<file path="src/rtl/data_mem_ctrl.sv">
`default_nettype none
// +----------------------------------------------------------------------------+
// | Module   : data_mem_ctrl                                                    |
// | Purpose  : Load/store data memory controller. Accepts one request at a     |
// |            time on a valid/ready handshake, performs the byte/half/word     |
// |            array access one cycle later, and then holds the response        |
// |            until the consumer accepts it.                                   |
// | Ports    : clk, rst              - clock, synchronous active-high reset      |
// |            req_valid/req_ready   - request handshake (ready only in IDLE)    |
// |            req_we, req_size,     - store flag, access size, zero-extend flag |
// |            req_unsigned                                                     |
// |            req_addr, req_wdata   - byte address, right-aligned store data    |
// |            req_rd                - tag echoed back on rsp_rd                 |
// |            rsp_valid/rsp_ready   - response handshake                        |
// |            rsp_rdata, rsp_rd,    - extended load data, tag, store echo,      |
// |            rsp_we, rsp_err         error flag                                |
// | Revision : 1.0 - initial release                                           |
// +----------------------------------------------------------------------------+
module data_mem_ctrl #(
   parameter int DEPTH = 64
) (
   input  logic        clk,
   input  logic        rst,
   input  logic        req_valid,
   output logic        req_ready,
   input  logic        req_we,
   input  logic [1:0]  req_size,
   input  logic        req_unsigned,
   input  logic [31:0] req_addr,
   input  logic [31:0] req_wdata,
   input  logic [4:0]  req_rd,
   output logic        rsp_valid,
   input  logic        rsp_ready,
   output logic [31:0] rsp_rdata,
   output logic [4:0]  rsp_rd,
   output logic        rsp_we,
   output logic        rsp_err
);

   localparam int AW = $clog2(DEPTH);

   localparam logic [1:0] SZ_BYTE = 2'b00;
   localparam logic [1:0] SZ_HALF = 2'b01;
   localparam logic [1:0] SZ_WORD = 2'b10;

   typedef enum logic [1:0] {
      ST_IDLE   = 2'd0,
      ST_ACCESS = 2'd1,
      ST_RESP   = 2'd2
   } state_t;

   state_t        state_q;

   // Captured request
   logic          we_q;
   logic [1:0]    size_q;
   logic          uns_q;
   logic [31:0]   addr_q;
   logic [31:0]   wdata_q;
   logic [4:0]    rd_q;

   // Registered response
   logic          rsp_valid_q;
   logic [31:0]   rsp_rdata_q;
   logic [4:0]    rsp_rd_q;
   logic          rsp_we_q;
   logic          rsp_err_q;

   logic [31:0]   mem_q [DEPTH];

   // Access-cycle datapath, all derived from the captured request
   logic [AW-1:0] word_idx;
   logic [31:0]   rd_word;
   logic [31:0]   shifted;
   logic [31:0]   lane_mask;
   logic [31:0]   lane_wdata;
   logic          err_d;
   logic [31:0]   rsp_rdata_d;
   logic [31:0]   mem_word_d;

   assign word_idx = addr_q[AW+1:2];

   always_comb begin
      rd_word     = mem_q[word_idx];
      // Bring the addressed lane down to bit 0 so extension is lane-independent
      shifted     = rd_word >> {addr_q[1:0], 3'b000};
      // Any set bit above the array index means the word is out of range
      err_d       = |addr_q[31:AW+2];
      lane_mask   = '0;
      lane_wdata  = wdata_q;
      rsp_rdata_d = '0;
      case (size_q)
         SZ_BYTE: begin
            lane_mask   = 32'h0000_00FF << {addr_q[1:0], 3'b000};
            lane_wdata  = {4{wdata_q[7:0]}};
            rsp_rdata_d = uns_q ? {24'd0, shifted[7:0]}
                                : {{24{shifted[7]}}, shifted[7:0]};
         end
         SZ_HALF: begin
            if (addr_q[0]) begin
               err_d = 1'b1;
            end
            lane_mask   = addr_q[1] ? 32'hFFFF_0000 : 32'h0000_FFFF;
            lane_wdata  = {2{wdata_q[15:0]}};
            rsp_rdata_d = uns_q ? {16'd0, shifted[15:0]}
                                : {{16{shifted[15]}}, shifted[15:0]};
         end
         SZ_WORD: begin
            if (|addr_q[1:0]) begin
               err_d = 1'b1;
            end
            lane_mask   = 32'hFFFF_FFFF;
            rsp_rdata_d = rd_word;
         end
         default: begin
            err_d = 1'b1;
         end
      endcase
      // Stores and faulting requests always return zero data
      if (err_d || we_q) begin
         rsp_rdata_d = '0;
      end
      // Read-modify-write merge keeps the unselected lanes intact
      mem_word_d = (rd_word & ~lane_mask) | (lane_wdata & lane_mask);
   end

   always_ff @(posedge clk) begin
      if (rst) begin
         state_q     <= ST_IDLE;
         we_q        <= 1'b0;
         size_q      <= 2'b00;
         uns_q       <= 1'b0;
         addr_q      <= '0;
         wdata_q     <= '0;
         rd_q        <= '0;
         rsp_valid_q <= 1'b0;
         rsp_rdata_q <= '0;
         rsp_rd_q    <= '0;
         rsp_we_q    <= 1'b0;
         rsp_err_q   <= 1'b0;
         for (int i = 0; i < DEPTH; i++) begin
            mem_q[i] <= '0;
         end
      end else begin
         case (state_q)
            ST_IDLE: begin
               if (req_valid) begin
                  we_q    <= req_we;
                  size_q  <= req_size;
                  uns_q   <= req_unsigned;
                  addr_q  <= req_addr;
                  wdata_q <= req_wdata;
                  rd_q    <= req_rd;
                  state_q <= ST_ACCESS;
               end
            end
            ST_ACCESS: begin
               if (we_q && !err_d) begin
                  mem_q[word_idx] <= mem_word_d;
               end
               rsp_valid_q <= 1'b1;
               rsp_rdata_q <= rsp_rdata_d;
               rsp_rd_q    <= rd_q;
               rsp_we_q    <= we_q;
               rsp_err_q   <= err_d;
               state_q     <= ST_RESP;
            end
            ST_RESP: begin
               if (rsp_ready) begin
                  rsp_valid_q <= 1'b0;
                  state_q     <= ST_IDLE;
               end
            end
            default: begin
               state_q <= ST_IDLE;
            end
         endcase
      end
   end

   assign req_ready = (state_q == ST_IDLE);
   assign rsp_valid = rsp_valid_q;
   assign rsp_rdata = rsp_rdata_q;
   assign rsp_rd    = rsp_rd_q;
   assign rsp_we    = rsp_we_q;
   assign rsp_err   = rsp_err_q;

endmodule
`default_nettype wire
</file>
<file path="config.mk">
export PLATFORM = sky130hd
export DESIGN_NAME = data_mem_ctrl
export DESIGN_NICKNAME = d
export VERILOG_FILES = /design/src/rtl/data_mem_ctrl.sv
export SDC_FILE = /design/constraint.sdc
export NUM_CORES = 2
export LEC_CHECK = 0
export ABC_AREA = 0
export BUFFER_PORTS_ARGS = -buffer_cell sky130_fd_sc_hd__buf_4
export CORE_ASPECT_RATIO = 0.7
export CORE_UTILIZATION = 60
export CTS_BUF_LIST = sky130_fd_sc_hd__clkbuf_8
export DETAILED_ROUTE_END_ITERATION = 10
export PLACE_DENSITY = 0.76
export SKIP_CTS_REPAIR_TIMING = 1
export SYNTH_ARGS = -nofsm -noshare
export SYNTH_HDL_FRONTEND = slang
export SYNTH_SLANG_ARGS = --single-unit
export TNS_END_PERCENT = 10
</file>
<file path="constraint.sdc">
create_clock -name clk -period 7.6 [get_ports clk]
set_input_delay 0.38 -clock clk [delete_from_list [all_inputs] [get_ports clk]]
set_output_delay 0.38 -clock clk [all_outputs]
set_load 0.05 [all_outputs]
</file>
==> summary.txt <==
Top FF cell, synth - edfxtp_1
DR WL/cell - 33.0 microns
Clock Power Share - 34.7%
Site row count - 120
Pre-CTS setup slack - 2.50 ns
DP HPWL - 169000 microns
Post-synth EDFFs - 2048
Fraction of synthesized area in multiplexers - 15.6%
Post-synth top area cell - edfxtp_1
Largest family of logic cells by synthesized area - multiplexers
Layout cell share with drive strength beyond 1 - 21.2%
GRT Total Usage - 37.0%
Core Area - 154000 sq um
Net Switching - 7.13 mW
Async set-reset flop share out of synthesis - 0%
Total power - 25.9 mW
Routed via count - 59.7k
TNS Setup - 0 ns
CP Capture Type - flip-flop
Cells after Synth - 6407
Final Routed Wirelength - 292000 microns
Clock-pin slew on the worst setup and hold paths - 0.07 ns
Drt drc - 0
Sw frac - 27.5%
Top-Level Pins - 118
Clock tree root driver cell - clkbuf_8
Yosys reg bits - 2169
Pwr Density - 251 nW/um^2
Maximum clock frequency - 0.180 GHz
Largest cells by area after synthesis - edfxtp_1 (66%), mux4_2 (15%), nor2_1 (8.5%)
Most frequent cells in the layout - nor2_1 (2104), edfxtp_1 (2048), mux4_2 (609)
H-tree levels - 5
Yosys top cell area share - 65.7%
TritonCTS Buffers - 332
Final GP Congestion - 0.969
Largest net degree at the start of global routing - 112
Die H - 332 microns
Final Cycle Share - 73.0%
Final instance area - 103000 sq um
Total grt overflow - 0
MaxCap Viol Count - 0
Mapped Area - 93600 sq um
Count of cell types in the netlist - 60
Hold Fails Final Rpt - 0
Clk Latency, worst-skew pair - 1.09 ns
Sequential area share after synthesis - 68.3%
Simple-gate share of the synthesized area - 11.0%
Final period demand of the worst path - 5.55 ns
Die area - 158000 sq um
Leakage - 35.1 nW
Layout net count - 6620
Final WS setup - 2.05 ns
Number of antenna violations at the first check in global routing - 13
Worst relative slew slack - 7.02%
Setup Crit Path Kind - reg2reg
Synth Area in Adders - 0.0535%
Setup violators final - 0
RSZ-0062 raised after global routing - no
Peak supply drop - 0.243 mV
CTS tree - built
Cell Int Power - 18.8 mW
Clock Path Buffers - 4
CP required - 8.35 ns
Post-route ant nets - 0
Register share of total power - 52.4%
Crit start category - flip-flop
Vias in the first global route - 57.2k
Status - finished, final reports clean
Via density - 6.74
Hold WC Path Type - in2reg
Comb power frac - 12.9%
Starting Density - 60.8%
Critical path peak fanout - 48
Router iterations before antenna repair - 8
# fillers - 10.3k
Final Max Slew Viols - 0
Final Skew - 0.0713 ns
Die X - 474 microns
Worst EP arrival - 6.30 ns
Yosys Warn Count - 0
Compound-gate portion of the synthesized area - 1.98%
Avg Inst Size Synth - 14.6 sq um
Count of buffers from port buffering - 117
Commonest non-fill, non-tap cell in the layout - nor2_1
Syn-to-layout area delta - 10.3%
Dpl cell area - 96400 sq um
CTS Sinks - 2169
Slew of the pin with the lowest slew margin - 1.38 ns
Final core occ - 67.1%
First-pass GRT wire length - 409000 microns
Synth Net Count - 6488
Drt initial violations - 10.4k
Post-synthesis xor/xnor area fraction - 0%
-- sequential cells by signal, indices dropped and copies added, names as in the netlist, 2 cells and up, named ones only --
register and count:
addr_q 32, mem_q 2048, rd_q 5, rsp_rd 5
rsp_rdata 32, size_q 2, state_q 2, wdata_q 32
-- power by group through the flow --
stage / clock network [mW] / logic, mW / registers [mW]
4_1_cts: 9.00 / 3.18 / 13.6
3_5_place_dp: 0 / 3.17 / 13.8
6_report: 9.01 / 3.35 / 13.6
3_3_place_gp: 0 / 3.14 / 13.8
2_1_floorplan: 0 / 1.94 / 13.8
5_1_grt: 9.50 / 3.40 / 13.6
-- cells in the mapped netlist, types with 14 or more instances --
cell	number
buf_1	28
nor2_1	2107
mux4_2	609
buf_4	33
clkbuf_1	313
buf_2	237
o21ai_0	17
nand3_1	21
a21oi_1	115
a221oi_1	14
a22oi_1	55
edfxtp_1	2048
mux2i_1	63
nand2b_1	77
nand2_1	349
dfxtp_1	121
a31oi_1	21
-- worst max-delay path, cell delays in order (launching register included) --
cell,delay [ns]
dfxtp_4,0.92
buf_4,0.64
mux4_2,0.40
mux4_2,0.47
a22oi_1,0.98
nand2_1,0.46
mux2i_4,0.77
buf_12,0.35
nor2_1,0.07
-- final timing paths --
| check | startpoint | end | slack (ns) | cells past startpoint |
|---|---|---|---|---|
| setup / recovery | flip-flop | mem_q[1][29] | 2.05 | 8 |
| hold / removal | req_valid | state_q[0] | 0.12 | 4 |
| setup reg to reg | flip-flop | mem_q[1][29] | 2.05 | 8 |
| hold reg to reg | addr_q[19] | addr_q[19] | 0.46 | 2 |
-- cells by family after synthesis --
logic type                 after synthesis
buffers and inverters                  632
AOI/OAI and AO/OA                      288
muxes                                  690
adders and majority gates                4
DFF                                   2169
and+or+nand+nor                       2624
-- metrics by stage --
stage	hold WS, ns	cells
after floorplan	0.432	6407
after global placement	0.441	8190
after detailed placement	0.449	8190
after CTS	-0.488	8753
after global routing	0.137	8847
final	0.118	8856
-- final cells by class --
class	count	area, sq um	share of cell area, %
Inverter	12	52.6	0.0509
Clock inverter	217	1090	1.05
Multi-Input combinational cell	3606	27100	26.3
Tap cell	2074	2590	2.51
Clock buffer	346	4760	4.61
Antenna cell	14	35.0	0.0339
Timing Repair Buffer	418	3610	3.50
Sequential cell	2169	63900	62.0
-- routing by layer --
metal / wire (microns) / vias up / part of all wire (%) / GRT usage [%]
met5: 379 / - / 0.13 / 1.49
met4: 13000 / 8 / 4.5 / 15.2
met3: 53800 / 769 / 18 / 16.0
met2: 124000 / 5493 / 42 / 51.0
met1: 101000 / 29700 / 35 / 51.8
li1: - / 23700 / - / -
(Power assumes the default switching activity.)
